File: src/rtl/sevenseg_scan_bcd.sv
// sevenseg_scan_bcd: multiplexed 7-segment driver, sequential double-dabble
// (or hex) conversion, leading-zero blanking, overflow dashes, polarity select.
// Ports: clk, rst (sync, active-high); value/value_valid/hex_mode load a number;
// blank_lz live blanking enable; busy during conversion; segments {a..g}
// and one-hot digit_sel (bit0 = rightmost), both registered.
module sevenseg_scan_bcd #(
  parameter int WIDTH          = 8,
  parameter int NUM_DIGITS     = 4,
  parameter int REFRESH_DIV    = 5000,
  parameter bit SEG_ACTIVE_LOW = 1'b1,
  parameter bit SEL_ACTIVE_LOW = 1'b0
) (
  input  logic                  clk,
  input  logic                  rst,
  input  logic [WIDTH-1:0]      value,
  input  logic                  value_valid,
  input  logic                  hex_mode,
  input  logic                  blank_lz,
  output logic                  busy,
  output logic [6:0]            segments,
  output logic [NUM_DIGITS-1:0] digit_sel
);
  localparam int DW = 4 * NUM_DIGITS;
  localparam int CW = $clog2(WIDTH);
  localparam int RW = $clog2(REFRESH_DIV);
  localparam int IW = (NUM_DIGITS > 1) ? $clog2(NUM_DIGITS) : 1;
  localparam logic [31:0] DEC_MAX = 32'(10 ** NUM_DIGITS - 1);
  localparam logic [31:0] HEX_LIM = 32'd1 << DW;
  localparam logic [6:0] SEG_OFF = {7{SEG_ACTIVE_LOW}};
  localparam logic [NUM_DIGITS-1:0] SEL_NONE = {NUM_DIGITS{SEL_ACTIVE_LOW}};

  typedef enum logic {IDLE, CONVERT} state_t;

  state_t           state_q;
  logic             busy_q;
  logic [CW-1:0]    cnt_q;
  logic [WIDTH-1:0] sh_q;
  logic [DW-1:0]    bcd_q, bcd_d;
  logic             hex_q, ovf_q;
  logic             pend_q, pend_hex_q;
  logic [WIDTH-1:0] pend_val_q;
  logic [DW-1:0]    disp_q;
  logic             disp_ovf_q;
  logic [RW-1:0]    ref_q;
  logic [IW-1:0]    idx_q;
  logic [6:0]       seg_q, seg_d;
  logic [NUM_DIGITS-1:0] sel_q, sel_d;

  logic             start;
  logic [WIDTH-1:0] cap_val;
  logic             cap_hex, cap_ovf;

  function automatic logic [6:0] glyph(input logic [3:0] d);
    logic [6:0] g;
    case (d)
      4'h0: g = 7'b0000001;
      4'h1: g = 7'b1001111;
      4'h2: g = 7'b0010010;
      4'h3: g = 7'b0000110;
      4'h4: g = 7'b1001100;
      4'h5: g = 7'b0100100;
      4'h6: g = 7'b0100000;
      4'h7: g = 7'b0001111;
      4'h8: g = 7'b0000000;
      4'h9: g = 7'b0000100;
      4'hA: g = 7'b0001000;
      4'hB: g = 7'b1100000;
      4'hC: g = 7'b0110001;
      4'hD: g = 7'b1000010;
      4'hE: g = 7'b0110000;
      default: g = 7'b0111000;
    endcase
    return g;
  endfunction

  // A fresh strobe outranks a pending request taken in the same cycle.
  always_comb begin
    start   = (state_q == IDLE) && (value_valid || pend_q);
    cap_val = value_valid ? value : pend_val_q;
    cap_hex = value_valid ? hex_mode : pend_hex_q;
    if (cap_hex) cap_ovf = 32'(cap_val) >= HEX_LIM;
    else         cap_ovf = 32'(cap_val) > DEC_MAX;
  end

  // One double-dabble step; hex mode just shifts bits into the nibbles.
  always_comb begin
    logic [DW-1:0] adj;
    adj = bcd_q;
    if (!hex_q) begin
      for (int k = 0; k < NUM_DIGITS; k++) begin
        if (bcd_q[4*k +: 4] >= 4'd5) adj[4*k +: 4] = bcd_q[4*k +: 4] + 4'd3;
      end
    end
    bcd_d = {adj[DW-2:0], sh_q[WIDTH-1]};
  end

  always_ff @(posedge clk) begin
    if (rst) begin
      state_q    <= IDLE;
      busy_q     <= 1'b0;
      cnt_q      <= '0;
      sh_q       <= '0;
      bcd_q      <= '0;
      hex_q      <= 1'b0;
      ovf_q      <= 1'b0;
      pend_q     <= 1'b0;
      pend_hex_q <= 1'b0;
      pend_val_q <= '0;
      disp_q     <= '0;
      disp_ovf_q <= 1'b0;
    end else begin
      if (value_valid && state_q == CONVERT) begin
        pend_q     <= 1'b1;
        pend_val_q <= value;
        pend_hex_q <= hex_mode;
      end
      unique case (state_q)
        IDLE: begin
          if (start) begin
            state_q <= CONVERT;
            busy_q  <= 1'b1;
            cnt_q   <= '0;
            sh_q    <= cap_val;
            bcd_q   <= '0;
            hex_q   <= cap_hex;
            ovf_q   <= cap_ovf;
            pend_q  <= 1'b0;
          end
        end
        CONVERT: begin
          bcd_q <= bcd_d;
          sh_q  <= sh_q << 1;
          cnt_q <= cnt_q + 1'b1;
          // Last shift commits straight into the display register.
          if (cnt_q == CW'(WIDTH - 1)) begin
            state_q    <= IDLE;
            busy_q     <= 1'b0;
            disp_q     <= bcd_d;
            disp_ovf_q <= ovf_q;
          end
        end
        default: state_q <= IDLE;
      endcase
    end
  end

  always_comb begin
    logic [3:0]            cur;
    logic [IW-1:0]         msd;
    logic [NUM_DIGITS-1:0] onehot;
    logic [6:0]            g;
    cur    = '0;
    msd    = '0;
    onehot = '0;
    for (int k = 0; k < NUM_DIGITS; k++) begin
      if (disp_q[4*k +: 4] != 4'd0) msd = IW'(k);
      if (idx_q == IW'(k)) begin
        cur       = disp_q[4*k +: 4];
        onehot[k] = 1'b1;
      end
    end
    if (disp_ovf_q)                   g = 7'b1111110;
    else if (blank_lz && idx_q > msd) g = 7'b1111111;
    else                              g = glyph(cur);
    seg_d = SEG_ACTIVE_LOW ? g : ~g;
    sel_d = SEL_ACTIVE_LOW ? ~onehot : onehot;
  end

  always_ff @(posedge clk) begin
    if (rst) begin
      ref_q <= '0;
      idx_q <= '0;
      seg_q <= SEG_OFF;
      sel_q <= SEL_NONE;
    end else begin
      if (ref_q == RW'(REFRESH_DIV - 1)) begin
        ref_q <= '0;
        idx_q <= (idx_q == IW'(NUM_DIGITS - 1)) ? '0 : idx_q + 1'b1;
      end else begin
        ref_q <= ref_q + 1'b1;
      end
      seg_q <= seg_d;
      sel_q <= sel_d;
    end
  end

  assign busy      = busy_q;
  assign segments  = seg_q;
  assign digit_sel = sel_q;

endmodule
File: config.mk
export PLATFORM = sky130hd
export DESIGN_NAME = sevenseg_scan_bcd
export DESIGN_NICKNAME = d
export VERILOG_FILES = /design/src/rtl/sevenseg_scan_bcd.sv
export SDC_FILE = /design/constraint.sdc
export NUM_CORES = 1
export LEC_CHECK = 0
export BUFFER_PORTS_ARGS = -buffer_cell sky130_fd_sc_hd__buf_2
export CORE_MARGIN = 3
export CORE_UTILIZATION = 40
export CTS_BUF_LIST = sky130_fd_sc_hd__clkbuf_4
export CTS_CLUSTER_SIZE = 28
export DETAILED_ROUTE_END_ITERATION = 7
export PLACE_DENSITY = 0.55
export SLEW_MARGIN = 30
export SYNTH_ARGS = -nofsm -noshare
export SYNTH_HDL_FRONTEND = slang
export SYNTH_SLANG_ARGS = --single-unit
export TNS_END_PERCENT = 20
File: constraint.sdc
create_clock -name clk -period 3.2 [get_ports clk]
set_input_delay 0.32 -clock clk [delete_from_list [all_inputs] [get_ports clk]]
set_output_delay 0.32 -clock clk [all_outputs]
set_load 0.02 [all_outputs]
==> out/metrics.yaml, run 1 <==
status:
  status: "finished clean"
detailed_routing:
  routed_wl_um: 7440
  drc: 0
  ant_nets: 0
  firstDrtPassIters: 6
  routedWlPerCell_um: 12.6
  drt_iter0_drc: 87
  avgViaCountPerCell: 5.00
  vias: 2960
setup_path:
  worst_setup_path_start_kind: "register"
  r2r_start: "idx_q[1]$_SDFFE_PP0P_"
  worst-setup-path-type: "reg -> reg"
  crit_path_frequent_cell: "ha_1"
  r2r_cells: 8
  r2r_setup_slack_ns: 0.72
  crit_arrival_ns: 2.83
  critPathCapture: "segments[3]$_SDFF_PP1_"
  crit_fanout: 11
  worstSetupStartpoint: "idx_q[1]$_SDFFE_PP0P_"
  crit_chain: "ha_1 -> nor2_2 -> a221oi_2 -> inv_1 -> ha_1 -> nor2_1 -> a21oi_1 -> a31oi_1"
  required_ns: 3.55
  cpMaxStageDelayCell: "ha_1"
  critPathMaxStageDelay_ns: 0.49
  cp-end-kind: "register"
  rr_endpoint: "segments[3]$_SDFF_PP1_"
grt:
  grt_max_degree: 33
  grt_usage_pct: 14.4
  first_global_vias: 2867
  met2_usage_pct: 23.4
  grt-ovfl-total: 0
  met3_usage_pct: 4.22
  gr-max-usage-layer: "met2"
  grt_pass1_wl_um: 13200
  gr-usage-met1_pct: 18.6
  antenna_found_initial: 0
synthesis:
  yosys.area.top_type: "dfxtp_1"
  synthFlopType: "dfxtp_1"
  synthTopCellsByArea: "dfxtp_1 42%, ha_1 7.4%, nand2_1 5.9%"
  synth_seq_area_share_pct: 42.4
  syn_area_per_cell_um2: 8.80
  syn_nets: 476
  synth-async-reset-ratio_pct: 0
  synth-seq-cells: 82
  synth.most_common_cell: "dfxtp_1"
  yosys-top-cells-count: "82 x dfxtp_1, 61 x nand2_1, 42 x nor2_1"
  ys_types: 52
  synth_edf_count: 0
  netlist_area_mm2: 0.00387
  yosysWarningCount: 0
  yosysTopAreaCellShare_pct: 42.4
  syn_inst: 440
clock_tree:
  root_buffer: "clkbuf_4"
  clk_pin_slew_worst_paths_ns: 0.13
  tritoncts: "yes"
  postCtsSetupBuffers: 0
  insertion_delay_ns: 0.42
  cts_made_buffers: 9
  cts_resized: 0
  cts.sinks: 82
  clockBufferDepth: 2
  cts_hold_buf: 0
  h-tree-depth: 3
layout:
  postLayoutCoreUtil_pct: 45.3
  fin_cells: 592
  postLayoutCellArea_mm2: 0.00422
  area.growth.synth_to_final_pct: 9.08
  antennaDiodeCount: 0
  drive_above_1_share_pct: 13.4
  nets: 495
  fillerInstances: 932
sta:
  setup_ws_ns: 0.717
  worst_slew_pin_slew_ns: 0.791
  fin_crit_ns: 2.48
  hold_viol: 0
  slew_headroom_pct: 47.3
  holdWs_ns: 0.138
  rsz0062_at_grt: "false"
  fin_setup_tns_ns: 0
  setup_violations: 0
  fin_crit_sh_pct: 77.6
  slew_viol_final: 0
  skew_ns: 0.0140
  fmax_ghz: 0.403
floorplanning:
  io_pins: 25
  core.rowCount: 35
  dieHeight_um: 104
  initial_core_util_pct: 41.5
  core_area_mm2: 0.00933
  die_area_mm2: 0.0109
  die_x_um: 104
placed_design:
  placed_cells: 576
  dp.final_hpwl_um: 5280
  pre_cts_slack_ns: 0.723
  place_congestion: 0.798
  placed_cell_area_mm2: 0.00408
  portBuffers: 24
hold_path:
  hold_path.class: "in -> reg"
  hold_path.startpoint: "value[3]"
power:
  totalPowerFinal_mw: 1.76
  p_leak_nw: 1.53
  ir_drop_mv: 0.195
  p_per_area_mw_per_mm2: 416
job:
  cap_viol_max_count: 0
[power by group]
part	switching, mW	leakage, nW	internal, mW
Sequential	0.0220	0.667	1.05
Combinational	0.0676	0.792	0.0387
Clock	0.341	0.0739	0.242
Total	0.430	1.53	1.33
[layout by cell type, fill, tap and decap left out, drive strengths merged, types with 3 or more instances in the layout]
cell and n:
a21oi 28, o221ai 5, nor3b 4, xnor2 10
nand4 3, a211oi 3, nor2b 14, nor2 43
a22o 3, clkinv 4, mux2 8, clkbuf 10
nand3b 9, ha 23, nand2 61, xor2 5
nand3 15, mux2i 8, a221oi 9, dfxtp 82
inv 22, nand2b 7, buf 26, nor3 6
o21ai 31
[worst min-delay path by stage]
stage | end | slack, ns | cells after the start
final | pend_val_q[3]$_SDFFE_PP0P_ | 0.14 | 3
after global routing | pend_val_q[2]$_SDFFE_PP0P_ | 0.11 | 3
after CTS | pend_val_q[6]$_SDFFE_PP0P_ | 0.1 | 3
after detailed placement | bcd_q[1]$_SDFFE_PP0P_ | 0.44 | 2
after global placement | bcd_q[13]$_SDFFE_PP0P_ | 0.44 | 2
after floorplan | bcd_q[13]$_SDFFE_PP0P_ | 0.43 | 2
[critical path: cells and delay by family, from the launching register on]
family,cells,cell delay [ns]
AND/OR/NAND/NOR,2,0.29
buffers and inverters,1,0.19
adder cells (fa/ha/maj),2,0.84
AO/OA/AOI/OAI,3,0.71
flip-flops,1,0.42
[sequential cells by signal, indices dropped and copies added, names as in the netlist, 2 cells and up]
| name | flops |
|---|---|
| digit_sel | 4 |
| bcd_q | 16 |
| sh_q | 8 |
| idx_q | 2 |
| cnt_q | 3 |
| pend_val_q | 8 |
| ref_q | 13 |
| segments | 7 |
| disp_q | 16 |
[final cells by class]
cell class / instances / area (um^2) / area share [%]
clock buffers: 10 / 75.1 / 1.78
flip-flops and latches: 82 / 1640 / 38.9
multi-input cells: 318 / 2070 / 49.0
inverters: 22 / 82.6 / 1.96
well taps: 129 / 161 / 3.82
clock inverters: 5 / 56.3 / 1.33
repair buffers: 26 / 135 / 3.20
[routing by layer]
layer	part of all wire [%]	wire length (um)	vias up
met2	45	3380	45
met1	50	3690	1338
li1	-	-	1566
met3	3.8	284	11
met5	0	0	-
met4	1.2	89	0
[cells by family after synthesis]
group	after synthesis	synth area share (%)
adders and majority gates	23	7.43
DFF	82	42.4
buffers and inverters	40	4.10
AOI/OAI and AO/OA	92	16.1
and+or+nand+nor	172	22.2
xor gates and xnor gates	15	3.39
muxes	16	4.40
Note: power is estimated with default switching activity, not from simulation.
==> run 2, diff against run 1 <==
--- a/config.mk
+++ b/config.mk
@@ -5,13 +5,14 @@
 export SDC_FILE = /design/constraint.sdc
 export NUM_CORES = 1
 export LEC_CHECK = 0
+export ABC_AREA = 1
 export BUFFER_PORTS_ARGS = -buffer_cell sky130_fd_sc_hd__buf_2
 export CORE_MARGIN = 3
 export CORE_UTILIZATION = 40
 export CTS_BUF_LIST = sky130_fd_sc_hd__clkbuf_4
 export CTS_CLUSTER_SIZE = 28
 export DETAILED_ROUTE_END_ITERATION = 7
-export PLACE_DENSITY = 0.55
+export PLACE_DENSITY = 0.54
 export SLEW_MARGIN = 30
 export SYNTH_ARGS = -nofsm -noshare
 export SYNTH_HDL_FRONTEND = slang
==> constraint.sdc (replaced) <==
create_clock -name clk -period 2.4 [get_ports clk]
set_input_delay 0.24 -clock clk [delete_from_list [all_inputs] [get_ports clk]]
set_output_delay 0.24 -clock clk [all_outputs]
set_load 0.02 [all_outputs]
==> run 2 against run 1 <==
  * Clock power rose by 45%
  * Hold slack got worse by 0.085 ns
  * Synthesized cell count rose by 23%
  * Sequential cell count did not move
  * Combinational power rose by 57%
  * Sequential share of layout area fell by 0.95 points
  * Wire length rose by 16%
  * Global-route usage rose by 2.0 points
  * Utilization rose by 0.50 points
  * First-iteration DRC count rose by 16%
  * Critical path depth rose by 4
  * Largest cell class unchanged
==> out/metrics.yaml, run 2 <==
synthesis:
  yosys.area.top_type: "dfxtp_1"
  synthFlopType: "dfxtp_1"
  synth.most_common_cell: "nand2_1"
  yosysTopAreaCellShare_pct: 41.3
  synthTopCellsByArea: "dfxtp_1 41%, nand2_1 15%, ha_1 7.2%"
  syn_area_per_cell_um2: 7.35
  synth_seq_area_share_pct: 41.3
  syn_inst: 541
  yosysWarningCount: 0
  syn_nets: 577
  yosys-top-cells-count: "154 x nand2_1, 82 x dfxtp_1, 52 x inv_1"
  netlist_area_mm2: 0.00397
  synth-seq-cells: 82
  ys_types: 38
  synth-async-reset-ratio_pct: 0
  synth_edf_count: 0
clock_tree:
  h-tree-depth: 3
  cts_hold_buf: 0
  clockBufferDepth: 2
  postCtsSetupBuffers: 0
  insertion_delay_ns: 0.44
  clk_pin_slew_worst_paths_ns: 0.13
  tritoncts: "yes"
  root_buffer: "clkbuf_4"
  cts_resized: 0
  cts_made_buffers: 9
  cts.sinks: 82
sta:
  fin_crit_sh_pct: 85.9
  setup_violations: 0
  holdWs_ns: 0.0531
  worst_slew_pin_slew_ns: 0.703
  skew_ns: 0.00856
  fin_crit_ns: 2.06
  slew_viol_final: 0
  fmax_ghz: 0.485
  hold_viol: 0
  fin_setup_tns_ns: 0
  slew_headroom_pct: 53.0
  rsz0062_at_grt: "false"
job:
  cap_viol_max_count: 0
grt:
  grt_usage_pct: 16.3
  grt_max_degree: 18
  grt_pass1_wl_um: 14700
  antenna_found_initial: 0
  grt-ovfl-total: 0
  first_global_vias: 3069
floorplanning:
  initial_core_util_pct: 42.0
  core_area_mm2: 0.00946
  io_pins: 25
  die_area_mm2: 0.0112
  die_x_um: 106
  core.rowCount: 35
  dieHeight_um: 106
detailed_routing:
  routed-wl-met2_um: 4010
  met1_length_um: 4030
  routedWlPerCell_um: 12.3
  met3WireLength_um: 341
  drt_iter0_drc: 101
  top_layer_used: "met4"
  drc: 0
  routed_wl_um: 8600
  vias: 3379
  ant_nets: 0
  firstDrtPassIters: 4
  avgViaCountPerCell: 4.84
power:
  totalPowerFinal_mw: 2.42
  p_per_area_mw_per_mm2: 560
  pwr-share-comb_pct: 6.9
  netSwitchingFraction_pct: 25.6
  p_int_mw: 1.80
  ir_drop_mv: 0.284
  switchingPower_mw: 0.621
  p_leak_nw: 1.82
  p_clk_share_pct: 34.8
  pwr-share-seq_pct: 58.3
setup_path:
  crit_arrival_ns: 2.41
  crit_fanout: 7
  required_ns: 2.74
  worst_setup_path_start_kind: "register"
  worst-setup-path-type: "reg -> reg"
  critPathMaxStageDelay_ns: 0.36
  cp-end-kind: "register"
  r2r_setup_slack_ns: 0.34
  crit_path_frequent_cell: "nand2_1"
  crit_chain: "inv_1 -> ha_1 -> inv_2 -> nor2_1 -> nor2_1 -> a21boi_2 -> inv_1 -> ha_1 -> nand2_1 -> o21ai_0 -> nand2_1 -> nand2_1"
  cpMaxStageDelayCell: "dfxtp_1"
placed_design:
  placed_cells: 682
  place_congestion: 0.820
  portBuffers: 24
  dp.final_hpwl_um: 6340
  placed_cell_area_mm2: 0.00419
layout:
  drive_above_1_share_pct: 13.5
  largest_registers: "bcd_q (16), disp_q (16), ref_q (13)"
  antennaDiodeCount: 0
  nets: 600
  final_common_cell: "nand2_1"
  area.growth.synth_to_final_pct: 8.94
  layout_common_cells: "154 x nand2_1, 82 x dfxtp_1, 52 x inv_1"
  postLayoutCellArea_mm2: 0.00433
  fin_cells: 698
hold_path:
  hold_path.class: "in -> reg"
status:
  status: "finished clean"
run 2: worst paths after layout:
kind                                    from                    endpoint  cells past startpoint
setup reg to reg       idx_q[0]$_SDFFE_PP0P_      segments[1]$_SDFF_PP1_                     12
hold / removal                      hex_mode          hex_q$_SDFFE_PP0P_                      3
hold reg to reg   pend_val_q[1]$_SDFFE_PP0P_  pend_val_q[1]$_SDFFE_PP0P_                      2
setup / recovery       idx_q[0]$_SDFFE_PP0P_      segments[1]$_SDFF_PP1_                     12
run 2: kinds of logic (layout without fill, tap and decap cells):
logic type                 after synthesis  in the layout  share of synthesized area, %
xor gates and xnor gates                 6              6                          1.32
buffers and inverters                   72            100                          7.56
DFF                                     82             82                          41.3
and+or+nand+nor                        261            261                          28.0
AOI/OAI and AO/OA                       97             97                          14.5
adders and majority gates               23             23                          7.24
run 2: metrics by stage:
| stage | setup WS (ns) | util, % |
|---|---|---|
| after floorplan | 0.592 | - |
| after global placement | 0.406 | 44.3 |
| after detailed placement | 0.347 | 44.3 |
| after CTS | 0.320 | 45.8 |
| after global routing | 0.104 | 45.8 |
| final | 0.338 | 45.8 |
run 2: per-layer routing:
layer,global-route usage (%),up-vias
met5,0,-
met4,6.11,0
met3,5.45,20
met2,26.5,54
met1,20.0,1511
li1,-,1794
run 2: power by group through the flow:
stage / clock (mW) / combinational [mW] / sequential, mW
2_1_floorplan: 0 / 0.113 / 1.45
3_3_place_gp: 0 / 0.167 / 1.44
3_5_place_dp: 0 / 0.169 / 1.45
4_1_cts: 0.883 / 0.169 / 1.41
5_1_grt: 0.940 / 0.189 / 1.42
6_report: 0.843 / 0.166 / 1.41
run 2: critical path: cells and delay by family (launching register included):
| family | cells | cell delay, ns |
|---|---|---|
| adders and majority gates | 2 | 0.55 |
| AOI/OAI and AO/OA | 2 | 0.37 |
| DFF | 1 | 0.36 |
| and+or+nand+nor | 5 | 0.35 |
| buffers and inverters | 3 | 0.34 |
run 2: cell type report:
| cell class | count | area (um^2) |
|---|---|---|
| timing repair buffer | 26 | 135 |
| sequential | 82 | 1640 |
| clock buffer | 12 | 90.1 |
| fill | 981 | 5130 |
| clock inverter | 4 | 51.3 |
| inverter | 58 | 218 |
| tap | 129 | 161 |
| multi-input combinational | 387 | 2030 |
